### config.mk
export PLATFORM = sky130hd
export DESIGN_NAME = xbar_return_arbiter
export DESIGN_NICKNAME = d
export VERILOG_FILES = /design/src/rtl/xbar_return_arbiter.sv
export SDC_FILE = /design/constraint.sdc
export NUM_CORES = 1
export LEC_CHECK = 0
export CORE_ASPECT_RATIO = 1.1
export CORE_MARGIN = 2
export CORE_UTILIZATION = 32
export DETAILED_ROUTE_END_ITERATION = 7
export GPL_TIMING_DRIVEN = 0
export MAX_ROUTING_LAYER = met4
export RECOVER_POWER = 25
export SLEW_MARGIN = 40
export SYNTH_ARGS = -nofsm -noshare
export SYNTH_HDL_FRONTEND = slang
export SYNTH_SLANG_ARGS = --single-unit
### constraint.sdc
create_clock -name ACLK -period 2.5 [get_ports ACLK]
set_clock_uncertainty 0.15 [all_clocks]
set_input_delay 0.375 -clock ACLK [delete_from_list [all_inputs] [get_ports ACLK]]
set_output_delay 0.375 -clock ACLK [all_outputs]
set_load 0.01 [all_outputs]
### src/rtl/xbar_return_arbiter.sv
// rtl/xbar_return_arbiter.sv - per-master return-path (R/B) slave arbiter for the crossbar
//
// Purpose: watches the front entry of every slave-side return FIFO and picks,
// round-robin, one slave whose front entry is addressed to this master. The
// granted slave then pops into this master's return FIFO. With lock_burst=1
// (R channel) the grant is held until a beat with last=1 moves. With
// lock_burst=0 (B channel) the grant is released after every beat.
//
// Ports:
//   ACLK                clock
//   ARESETn             synchronous active-low reset
//   slave_fifo_empty    per-slave return FIFO empty flag
//   slave_dest_master   per-slave destination master of the front entry
//   slave_front_last    per-slave last flag of the front entry
//   master_fifo_full    this master's return FIFO is full
//   grant_slave_number  granted slave index; the value 'slaves' means no grant
//   push_to_fifo        the granted slave's front entry transfers this cycle
//   beat_count          beats moved in the current grant, including this
//                       cycle's beat; saturates at 255
module xbar_return_arbiter #(
    parameter int masters            = 2,
    parameter int slaves             = 2,
    parameter int i_am_master_number = 0,
    parameter int lock_burst         = 1,
    localparam int MW = (masters > 1) ? $clog2(masters) : 1,
    localparam int SW = (slaves > 1) ? $clog2(slaves) : 1,
    localparam int GW = $clog2(slaves) + 1
) (
    input  logic          ACLK,
    input  logic          ARESETn,
    input  logic          slave_fifo_empty  [0:slaves-1],
    input  logic [MW-1:0] slave_dest_master [0:slaves-1],
    input  logic [slaves-1:0] slave_front_last,
    input  logic          master_fifo_full,
    output logic [GW-1:0] grant_slave_number,
    output logic          push_to_fifo,
    output logic [7:0]    beat_count
);

    typedef enum logic {
        IDLE  = 1'b0,
        GRANT = 1'b1
    } state_t;

    state_t      state_q, state_d;
    logic [SW-1:0] gsel_q, gsel_d;
    logic [SW-1:0] rr_ptr_q, rr_ptr_d;
    logic [7:0]  count_q, count_d;

    logic [slaves-1:0] req;
    logic        pick_valid;
    logic [SW-1:0] pick_idx;
    logic [SW:0] cand;
    logic        release_grant;

    for (genvar i = 0; i < slaves; i++) begin : g_req
        assign req[i] = ~slave_fifo_empty[i] &
                        (slave_dest_master[i] == MW'(i_am_master_number));
    end

    // Round-robin pick: scan downwards so the last hit written is the first
    // requester at or after rr_ptr_q (modulo slaves).
    always_comb begin
        pick_valid = 1'b0;
        pick_idx   = '0;
        cand       = '0;
        for (int k = slaves - 1; k >= 0; k--) begin
            cand = {1'b0, rr_ptr_q} + (SW+1)'(k);
            if (cand >= (SW+1)'(slaves)) begin
                cand = cand - (SW+1)'(slaves);
            end
            if (req[cand[SW-1:0]]) begin
                pick_valid = 1'b1;
                pick_idx   = cand[SW-1:0];
            end
        end
    end

    // A request that drops mid-burst simply stalls the push; no re-arbitration.
    assign push_to_fifo  = (state_q == GRANT) & req[gsel_q] & ~master_fifo_full;
    assign release_grant = push_to_fifo & ((lock_burst == 0) | slave_front_last[gsel_q]);

    // The sentinel is produced here rather than stored, so gsel_q only ever
    // holds a legal slave index.
    assign grant_slave_number = (state_q == GRANT) ? GW'(gsel_q) : GW'(slaves);
    assign beat_count = (push_to_fifo && (count_q != 8'hFF)) ? count_q + 8'd1 : count_q;

    always_comb begin
        state_d  = state_q;
        gsel_d   = gsel_q;
        rr_ptr_d = rr_ptr_q;
        count_d  = count_q;
        case (state_q)
            IDLE: begin
                if (pick_valid) begin
                    state_d = GRANT;
                    gsel_d  = pick_idx;
                end
            end
            GRANT: begin
                if (push_to_fifo) begin
                    count_d = beat_count;
                end
                if (release_grant) begin
                    state_d  = IDLE;
                    count_d  = 8'd0;
                    rr_ptr_d = (gsel_q == SW'(slaves - 1)) ? '0 : gsel_q + 1'b1;
                end
            end
            default: begin
                state_d = IDLE;
            end
        endcase
    end

    always_ff @(posedge ACLK) begin
        if (!ARESETn) begin
            state_q  <= IDLE;
            gsel_q   <= '0;
            rr_ptr_q <= '0;
            count_q  <= 8'd0;
        end else begin
            state_q  <= state_d;
            gsel_q   <= gsel_d;
            rr_ptr_q <= rr_ptr_d;
            count_q  <= count_d;
        end
    end

endmodule

==> impl_metrics.toml, run 1 <==
[sta]
hold_viol = 0
min_period_ns = 2.44
worst_pin_slew_ns = 0.414
finalWorstSetupSlack_ns = 0.0571
setup_viol = 0
slew_headroom_pct = 72.4
rsz0062_at_grt = "no"
fin_crit_sh_pct = 97.7
maxSlewViolCount = 0
fmax_ghz = 0.409

[cts]
cts_tree = "built"
htreeDepth = 1
cts_buffers = 3
root_buffer = "clkbuf_4"
cts.path.max_buffers = 2
clkTransAtPathRegs_ns = 0.07
clk_latency_ns = 0.28
clock_sinks = 11
cts_hold_buf = 0

[critical_path]
cp_num_buf_inv = 3
critPathRequiredTime_ns = 1.98
critPathKind = "input pin to output port"
critPathLaunchType = "input pin"
slowest_delay_ns = 0.42
cp_cell_sequence = "clkdlybuf4s50_1 -> nor2b_2 -> o21ai_4 -> buf_6 -> nor2_8 -> mux2_4 -> dlygate4sd2_1"
arrival_ns = 1.92
crit_path_top_delay_cell = "clkdlybuf4s50_1"
end_kind = "output port"
cp_max_fo = 10
critical-path-top-delay-family = "buffers and inverters"

[routing]
drc = 0
routed_via_density = 5.15
wl_per_cell_um = 12.3
dr.pass1.iters = 4
vias = 803
first_iter_violations = 8
routed_wl_um = 1920
ant_nets = 0

[cells_and_area]
fillers = 257
multi_input_area_um2 = 596
stdcell_area_um2 = 1150
drive_gt1_share_pct = 29.6
num_antenna_cells = 0
seqCellArea_um2 = 226
stdcell_count = 156
area.growth.synth_to_final_pct = 42.2
final_cell_mix = "nand2_1, dlygate4sd2_1, dfxtp_1, nor2_1, o21ai_0"
finish.utilization_pct = 47.2
nNetsFinal = 136

[synth]
postSynthCellCount = 97
ys_seq_elements = 11
syn_nets = 107
seq_area_frac_synth_pct = 27.1
syn_area_um2 = 812
yosysUniqueCellTypes = 43
postSynth.asyncResetShare_pct = 0
synth_ff_type = "dfxtp_1"
ys_warn_count = 0
synth-edff-count = 0
syn_area_per_cell_um2 = 8.37

[grt]
grt_max_degree = 11
grt_pass1_vias = 784
grt_antenna_before_repair = 0
grt_util_all_layers_pct = 15.9
grt_first_pass_wirelength_um = 3390
overflow = 0

[placed_design]
place_ws_ns = -0.409
placedCellCount = 147
io_buffers = 19
place_area_um2 = 1040
routabilityCongestion = 0.804
hpwl_um = 1360

[hold_path]
holdCritPathClass = "flip-flop to flip-flop"

[flow_run]
timing.max_cap.violations = 0

[floorplanning]
start_util_pct = 33.2
dieArea_um2 = 2960
io_pins = 20
rows = 19
core_um2 = 2450
fp.dieW_um = 52.0
die_y_um = 56.8

[power_and_ir_drop]
power_mw = 0.370
power.leakage_nw = 0.479
ir_drop_uv = 255
powerDensity_nw_per_um2 = 320

[run_status]
status = "complete, no violations"
[flip-flops by register name, summed over array words and instances, names as in the netlist]
name and count:
count_q 8, gsel_q 1, rr_ptr_q 1, state_q 1
[Yosys cell counts, drive strengths merged (2+ instances only)]
cell    number  area, um^2
nand2       10        37.5
nor2        10        56.3
and2         3        20.0
o22ai        3        18.8
a21oi        5        25.0
a31oi        2        12.5
a21boi       2        15.0
xor2         4        35.0
o21a         2        15.0
dfxtp       11         220
o21ai       10        61.3
nor2b        3        18.8
buf          5        31.3
nand3        3        25.0
inv          3        11.3
nor3         4        36.3
[logic make-up after synthesis]
family	count (synthesis)	synth area share (%)
XOR/XNOR	5	5.39
multiplexers	1	1.85
AO/OA/AOI/OAI	32	29.0
flip-flops	11	27.1
buffers and inverters	9	5.70
AND/OR/NAND/NOR	38	29.4
adder cells (fa/ha/maj)	1	1.54
[worst paths after layout]
kind	cells past startpoint	slack, ns	from	end
setup reg to reg	8	0.68	count_q[0]	count_q[7]
hold reg to reg	2	0.39	count_q[1]	count_q[1]
setup / recovery	7	0.06	master_fifo_full	beat_count[1]
hold / removal	2	0.39	count_q[1]	count_q[1]
[layout make-up]
type | instances | area share (%)
plain buffers | 6 | 3.03
inverters | 3 | 0.975
well taps | 31 | 3.36
clock buffers | 4 | 2.28
multi-input cells | 77 | 51.6
repair buffers | 24 | 19.2
flip-flops and latches | 11 | 19.6
[worst min-delay path: cells and delay by family (launching register included)]
| family | cells | cell delay, ns |
|---|---|---|
| flip-flops | 1 | 0.36 |
| AO/OA/AOI/OAI | 1 | 0.07 |
| AND/OR/NAND/NOR | 1 | 0.07 |
[layer usage]
metal / wire, um / vias up / GRT usage, %
met5: 0 / - / -
met4: 24 / 0 / 5.64
met3: 96 / 2 / 5.59
met2: 912 / 22 / 24.1
met1: 885 / 372 / 19.2
li1: - / 407 / -
[timing repair]
item | in CTS | in global routing
pin swaps | 5 | 2
endpoints found under the setup margin | 8 | 3
gates resized for setup | 23 | 8
buffers inserted | 5 | 0
[through the flow]
step | setup TNS [ns] | hold slack [ns]
after floorplan | 0 | 0.349
after global placement | -2.47 | 0.378
after detailed placement | -2.70 | 0.381
after CTS | 0 | 0.385
after global routing | 0 | 0.415
final | 0 | 0.388
[report_power, final]
part	total (mW)	internal (mW)	switching, mW
Combinational	0.0585	0.0302	0.0283
Sequential	0.182	0.177	0.00479
Clock	0.129	0.0619	0.0671
Total	0.370	0.269	0.100
Power figures use the tool's default switching activity.
==> run 2, diff against run 1 <==
- PLACE_DENSITY: default -> 0.6
==> results of run 2 <==
No change in the layout: final DEF, timing and power equal those of run 1.
==> run 3, diff against run 2 <==
- PLACE_DENSITY: 0.6 -> 0.52
- SKIP_LAST_GASP: default -> 1
==> run 3 against run 2 <==
Cell area is 5.7% higher. Non-clock buffer count up 5. Clock power hardly changed. Global-route usage grew 0.10 points. Total power is 0.74% higher. Sequential cell count did not move. Clock-buffer cell count unchanged. Critical path depth grew 3. First-iteration DRC count grew 13%. Register-to-register slack about the same. Largest power group unchanged. Highest routed layer unchanged.
==> impl_metrics.toml, run 3 (synthesis gave the netlist of run 1 again) <==
[cts]
htreeDepth = 1
clkTransAtPathRegs_ns = 0.08
root_buffer = "clkbuf_4"
clock_sinks = 11
cts_tree = "built"
cts_buffers = 3
cts_hold_buf = 0
clk_latency_ns = 0.27
cts.path.max_buffers = 2

[floorplanning]
rows = 19
die_y_um = 56.8
dieArea_um2 = 2960
core_um2 = 2450
io_pins = 20
fp.dieW_um = 52.0
start_util_pct = 33.2

[cells_and_area]
nNetsFinal = 141
stdcell_count = 161
finish.utilization_pct = 49.9
largest_reg_flops = 8
area.growth.synth_to_final_pct = 50.4
largest-register = "count_q"
stdcell_area_um2 = 1220
fillers = 247
num_antenna_cells = 0
drive_gt1_share_pct = 34.6
final_cell_mix = "nand2_1, dlygate4sd2_1, buf_4"

[sta]
worst_pin_slew_ns = 0.458
holdWs_ns = 0.383
rsz0062_at_grt = "yes"
setup_viol = 0
fin_crit_sh_pct = 97.6
hold_viol = 0
fmax_ghz = 0.410
min_period_ns = 2.44
slew_headroom_pct = 69.1
maxSlewViolCount = 0

[placed_design]
hpwl_um = 1370
io_buffers = 19
routabilityCongestion = 0.814
place_area_um2 = 1040
placedCellCount = 147

[hold_path]
holdCritPathClass = "flip-flop to flip-flop"

[critical_path]
cp_max_fo = 4
critPathRequiredTime_ns = 1.98
end_kind = "output port"
critPathLaunchType = "input pin"
arrival_ns = 1.92
critPathKind = "input pin to output port"

[power_and_ir_drop]
power.switching_mw = 0.103
pwr-share-seq_pct = 48.6
power_frac_clock_pct = 34.7
powerDensity_nw_per_um2 = 305
comb_power_share_pct = 16.7
swShare_pct = 27.6
ir_drop_uv = 203
p_int_mw = 0.269
power.leakage_nw = 0.532
power_mw = 0.372

[routing]
routed_via_density = 5.02
drc = 0
first_iter_violations = 9
routed_wl_um = 2120
dr.pass1.iters = 4
wl_per_cell_um = 13.2
ant_nets = 0
vias = 808

[grt]
grt_first_pass_wirelength_um = 3460
grt_antenna_before_repair = 0
grt_util_all_layers_pct = 16.0
grt_max_degree = 11
overflow = 0
grt_pass1_vias = 781

[flow_run]
timing.max_cap.violations = 0

[run_status]
status = "complete, no violations"
==> run 3: what timing repair did <==
item                                    CTS  global route
endpoints found under the setup margin    8             5
gates resized for setup                  26            14
setup buffers                             7             3
pin swaps                                 6             2
cloned                                    0             0
==> run 3: cell type report <==
type | count | area, um^2 | area share (%)
well taps | 31 | 38.8 | 3.18
clock buffers | 4 | 26.3 | 2.15
flip-flops and latches | 11 | 233 | 19.1
inverters | 3 | 11.3 | 0.922
multi-input cells | 77 | 624 | 51.1
repair buffers | 29 | 253 | 20.7
plain buffers | 6 | 35.0 | 2.87
==> run 3: path summary, 6_finish.rpt <==
path	start	end	slack, ns	cells past startpoint
max reg2reg	count_q[0]	count_q[7]	0.67	8
min	count_q[1]	count_q[1]	0.38	2
min reg2reg	count_q[1]	count_q[1]	0.38	2
max	slave_fifo_empty[0]	beat_count[7]	0.06	10
==> run 3: power groups by stage <==
stage	clock, mW	sequential [mW]	combinational (mW)
global placement	0	0.186	0.0579
detailed placement	0	0.186	0.0581
global route	0.141	0.182	0.0674
CTS	0.131	0.182	0.0577
finish	0.129	0.181	0.0623
floorplan	0	0.185	0.0303
==> run 3: per-stage QoR <==
| step | setup TNS (ns) | setup slack (ns) |
|---|---|---|
| 6_report | 0 | 0.0599 |
| 3_5_place_dp | -2.58 | -0.395 |
| 3_3_place_gp | -2.61 | -0.392 |
| 4_1_cts | 0 | 0.00145 |
| 5_1_grt | -0.0145 | -0.0145 |
| 2_1_floorplan | 0 | 0.497 |
==> run 3: critical path: stages <==
cell and delay, ns:
dlygate4sd2_1 0.28, nor3b_4 0.25, o21ai_4 0.10, buf_4 0.16, nor3_4 0.18, buf_4 0.13
buf_6 0.09, nand3_4 0.08, xnor2_2 0.14, buf_2 0.14
==> run 3: metal layers <==
layer / global-route usage [%] / vias up / share of wire, % / routed length (um)
li1: - / 415 / - / -
met1: 19.2 / 373 / 44 / 943
met2: 25.5 / 16 / 50 / 1070
met3: 2.39 / 4 / 3.4 / 72
met4: 7.89 / 0 / 1.7 / 35
met5: - / - / 0 / 0
==> edit 1 (flow settings as in run 1) <==
Reset style: asynchronous (`ARESETn`), changed in one clocked block. Comments in the files are not updated.
--- a/src/rtl/xbar_return_arbiter.sv
+++ b/src/rtl/xbar_return_arbiter.sv
@@ -114,5 +114,5 @@
     end
 
-    always_ff @(posedge ACLK) begin
+    always_ff @(posedge ACLK or negedge ARESETn) begin
         if (!ARESETn) begin
             state_q  <= IDLE;
Function: differs if ARESETn is asserted again (counterexample within 4 cycles, from zero or initial values and one cycle with ARESETn low); with ARESETn held inactive, the same outputs for 10 cycles.
==> edit 1 against run 1 <==
- die area decreased by 7.3%
- first-iteration DRC count grew 88%
- final area up 1.8%
- synthesized cell count shrank 11%
- setup slack improved by 0.0066 ns
- area after synthesis is 7.9% lower
- critical endpoint unchanged
- routed wire length increased by 6.3%
- fmax grew 0.27%
- sequential cell count is the same
- non-clock buffer count up 9
Power is not compared: it rests on default switching activity, and its combinational part moved more than twofold at a synthesized area within 25%.
==> edit 1: results (changes against run 1) <==
* Max transition margin at 62.6% (was 72.4%)
* Hold path endpoint: gsel_q (was count_q[1])
* Worst reg2reg startpoint: count_q[0] (unchanged)
* Period minus WS final at 2.44 ns (about the same)
* Multiplexer area fraction after synthesis at 4.35% (was 1.85%)
* Hold depth at 3 (was 2)
* Reg2Reg Setup Slack at 0.76 ns (was 0.68 ns)
* GR Layer Usage met1 at 17.1% (was 19.2%)
* Reg-to-reg endpoint: count_q[1] (was count_q[7])
* XOR/XNOR Fraction of Synth Area at 5.85% (was 5.39%)
* Place WS at -0.308 ns (was -0.409 ns)
* M3 GR Usage at 4.92% (was 5.59%)
* Share of the yosys chip area belonging to registers at 36.8% (was 27.1%)
* Worst Hold Class: input port to flip-flop (was flip-flop to flip-flop)
* CP peak stage delay at 0.45 ns (was 0.42 ns)
* Syn_nets at 96 (was 107)
* Fraction of layout cells with a size suffix above 1 at 31.0% (was 29.6%)
* Routability cong. at 0.806 (was 0.804)
* Final WL at 2040 microns (was 1920 microns)
* Worst Reg2Reg Path Length in Cells at 7 (was 8)
* Largest net degree at the start of global routing at 12 (was 11)
* CP max stage cell: dfrtp_1 (was clkdlybuf4s50_1)
* Fraction of registers with async set/reset at 100% (was 0%)
* Routed vias at 798 (was 803)
* Global-route wire length before repair at 2890 microns (was 3390 microns)
* Syn Area/Cell at 8.70 sq um (was 8.37 sq um)
* Adder-cell share of the synthesized area at 1.67% (was 1.54%)
* Nets at 137 (was 136)
* Critical path fanouts, max at 5 (was 10)
* Detailed Place HPWL at 1290 microns (was 1360 microns)
* Post-CTS setup buffer count at 4 (was 5)
* Most area-consuming cells after synthesis: dfrtp_1, a21oi_1, nor2_1 (was dfxtp_1, nand2_1, o21ai_0)
* Delay-heaviest family, CP: simple AND/OR/NAND/NOR gates (was buffers and inverters)
* Reg clk slew, reported paths at 0.08 ns
* DR WL met3 at 83 microns (was 96 microns)
* Critical path origin: count_q[5] (was master_fifo_full)
* Synth Area in Compound Gates at 22.6% (was 29.0%)
* Status: finished clean (unchanged)
* Drt first-iter violations at 15 (was 8)
* Global Route Usage Sum at 14.7% (was 15.9%)
* Seq power at 278 uW
* Hold Startpoint: slave_dest_master[1] (was count_q[1])
* Met2 wire len at 1030 microns (was 912 microns)
* Vias in the first global route at 656 (was 784)
* Largest area contributor in the netlist: dfrtp_1 (was dfxtp_1)
* PostCTS Resize Cnt at 20 (was 23)
* M2 GR Usage at 24.3% (was 24.1%)
==> edit 1: cell types whose count changed in the layout (fill, tap and decap cells not counted), sizes merged, moves of 5 or more <==
cell   change
o21ai      -5
buf       +11
a21oi      +5
dfrtp     +11
dfxtp     -11
nand2      -5
==> edit 1: worst reg2reg max path: cells and delay by family, from the launching register on <==
kind,cells,cell delay [ns]
AO/OA/AOI/OAI,2,0.35
adder cells (fa/ha/maj),1,0.23
buffers and inverters,2,0.27
flip-flops,1,0.40
AND/OR/NAND/NOR,2,0.22
==> edit 1: per-stage QoR <==
stage	hold slack, ns	util [%]
final	0.342	52.7
after global routing	0.379	52.7
after CTS	0.311	47.0
after detailed placement	0.384	43.8
after global placement	0.369	43.8
after floorplan	-0.0706	-
==> edit 1: cell type report <==
type / count / area [sq um]
buffer: 2 / 22.5
clock buffer: 4 / 26.3
fill: 212 / 1050
inverter: 4 / 17.5
multi-input combinational: 68 / 484
sequential: 11 / 275
tap: 30 / 37.5
timing repair buffer: 37 / 313
==> edit 2 (settings of run 1) <==
Made on the original files. Set the parameter `masters` to 4 (it was 2).
--- a/src/rtl/xbar_return_arbiter.sv
+++ b/src/rtl/xbar_return_arbiter.sv
@@ -19,5 +19,5 @@
 //                       cycle's beat; saturates at 255
 module xbar_return_arbiter #(
-    parameter int masters            = 2,
+    parameter int masters            = 4,
     parameter int slaves             = 2,
     parameter int i_am_master_number = 0,
Interface: changed (resized slave_dest_master); port bits go from 20 to 22. The function was not compared with the original's and may differ.
==> edit 2 against run 1 <==
- routed wire length fell by 0.78%
- hold slack got worse by 0.066 ns
- sequential cell count stayed put
- setup slack gained 0.0098 ns
- non-clock buffer count fell by 3
- power fell by 2.8%
- final area is 4.7% lower
- area after synthesis down 6.5%
- largest power group unchanged
==> edit 2: results (changes against run 1) <==
* Critical path fanouts, max at 7 (was 10)
* # fillers at 233 (was 257)
* Reg2Reg Setup Slack at 0.82 ns (was 0.68 ns)
* Fraction of registers with async set/reset at 0% (unchanged)
* Detailed Place HPWL at 1330 microns (was 1360 microns)
* Clock root buffer: clkbuf_4 (unchanged)
* Syn. warnings at 0 (unchanged)
* Adder-cell share of the synthesized area at 1.65% (was 1.54%)
* TritonCTS Buffers at 3 (unchanged)
* CP arrival at 1.91 ns
* Fin Hold WS at 0.322 ns (was 0.388 ns)
* Global Route Usage Sum at 16.0% (was 15.9%)
* Routed vias at 787 (was 803)
* Syn_nets at 102 (was 107)
* IO Port Bufs at 20 (was 19)
* DR WL/cell at 12.9 microns (was 12.3 microns)
* Register with the most flip-flops: count_q (unchanged)
* Synth top cells by count: dfxtp_1, nand2_1, nor2_1, o21ai_0 (was dfxtp_1, nand2_1, nor2_1)
* Antenna Cells at 0 (unchanged)
* Status: finished clean (unchanged)
* Worst Hold Class: input port to flip-flop (was flip-flop to flip-flop)
* Share of the yosys chip area belonging to registers at 29.0% (was 27.1%)
* Global-route wire length before repair at 3170 microns (was 3390 microns)
* First-pass DRT Iterations at 4 (unchanged)
* Multiplexer area fraction after synthesis at 1.98% (was 1.85%)
* Largest net degree at the start of global routing at 11 (unchanged)
* Most common cell after layout, fill and taps aside: nand2_1
* Reg clk slew, reported paths at 0.08 ns
* CP peak stage delay at 0.50 ns (was 0.42 ns)
* Leakage at 0.482 nW (was 0.479 nW)
* Hold path endpoint: count_q[6] (was count_q[1])
* Critical path origin: slave_fifo_empty[0] (was master_fifo_full)
* Hold Startpoint: ARESETn (was count_q[1])
* Worst reg2reg startpoint: state_q (was count_q[0])
* Initial antenna violation count at 0 (unchanged)
* Peak VDD IR at 0.000259 V (was 0.000255 V)
* Nets at 131 (was 136)
* CP max stage cell: clkdlybuf4s50_1 (unchanged)
* Routability cong. at 0.828 (was 0.804)
* Vias in the first global route at 740 (was 784)
* Drt first-iter violations at 10 (was 8)
* Post-Syn Instances at 90 (was 97)
* Final WL at 1900 microns (was 1920 microns)
* Worst skew pair latency at 0.27 ns
* Most area-consuming cells after synthesis: dfxtp_1, nand2_1, o21ai_0 (unchanged)
* Post-Place Cells at 140 (was 147)
* Delay-heaviest family, CP: buffers and inverters (unchanged)
* Max reg flops at 8 (unchanged)
* Worst Reg2Reg Path Length in Cells at 7 (was 8)
* Synth Area in Compound Gates at 24.5% (was 29.0%)
* Fraction of layout cells with a size suffix above 1 at 28.0% (was 29.6%)
* Hold depth at 3 (was 2)
* XOR/XNOR Fraction of Synth Area at 6.92% (was 5.39%)
* Reg-to-reg endpoint: count_q[0] (was count_q[7])
* Distinct cells, synth at 38 (was 43)
* Least-Margin Pin Slew at 0.474 ns (was 0.414 ns)
[edit 2: per-stage QoR]
stage | setup TNS (ns) | cell area [sq um] | power, mW | setup WS [ns]
floorplan | 0 | 759 | 0.203 | 0.453
global placement | -4.54 | 997 | 0.226 | -0.610
detailed placement | -4.50 | 997 | 0.226 | -0.617
CTS | -0.0236 | 1080 | 0.363 | -0.0187
global route | 0 | 1100 | 0.376 | 0.0144
finish | 0 | 1100 | 0.359 | 0.0669
[edit 2: logic make-up after synthesis]
family,count (synthesis)
adder cells (fa/ha/maj),1
buffers and inverters,6
AO/OA/AOI/OAI,27
XOR/XNOR,6
flip-flops,11
multiplexers,1
AND/OR/NAND/NOR,38
[edit 2: final cells by class]
type                            instances  area, sq um  area share [%]
Buffer                                  3         30.0            2.73
Inverter                                3         11.3            1.02
Sequential cell                        11          224            20.3
Tap cell                               30         37.5            3.41
Multi-Input combinational cell         73          557            50.6
Clock buffer                            4         26.3            2.39
Timing Repair Buffer                   24          215            19.5
[edit 2: worst max path at each step]
stage               endpoint  slack (ns)  cells past startpoint
2_1_floorplan  beat_count[7]        0.45                      7
3_3_place_gp   beat_count[7]       -0.61                      9
3_5_place_dp   beat_count[7]       -0.62                      9
4_1_cts        beat_count[7]       -0.02                      9
5_1_grt        beat_count[1]        0.01                      6
6_report       beat_count[1]        0.07                      8
[edit 2: routing by layer]
| layer | part of all wire, % | track usage, % | routed length [microns] |
|---|---|---|---|
| met5 | 0 | - | 0 |
| met4 | 0.74 | 8.56 | 14 |
| met3 | 4.0 | 3.76 | 77 |
| met2 | 50 | 27.9 | 961 |
| met1 | 45 | 17.4 | 851 |
[edit 2: power breakdown]
part           leakage (nW)  internal [mW]  switching, mW
registers            0.0905          0.177        0.00297
logic                 0.376         0.0265         0.0221
clock network        0.0150         0.0618         0.0686
[edit 2: repair_timing]
item,4_1_cts,5_1_grt
buffers inserted,3,1
pin swaps,3,3
endpoints found under the setup margin,9,9
resized for setup,26,17
[edit 2: worst min-delay path, stage by stage]
cell and delay, ns:
buf_1 0.19, nand2_1 0.11, nor2_1 0.03
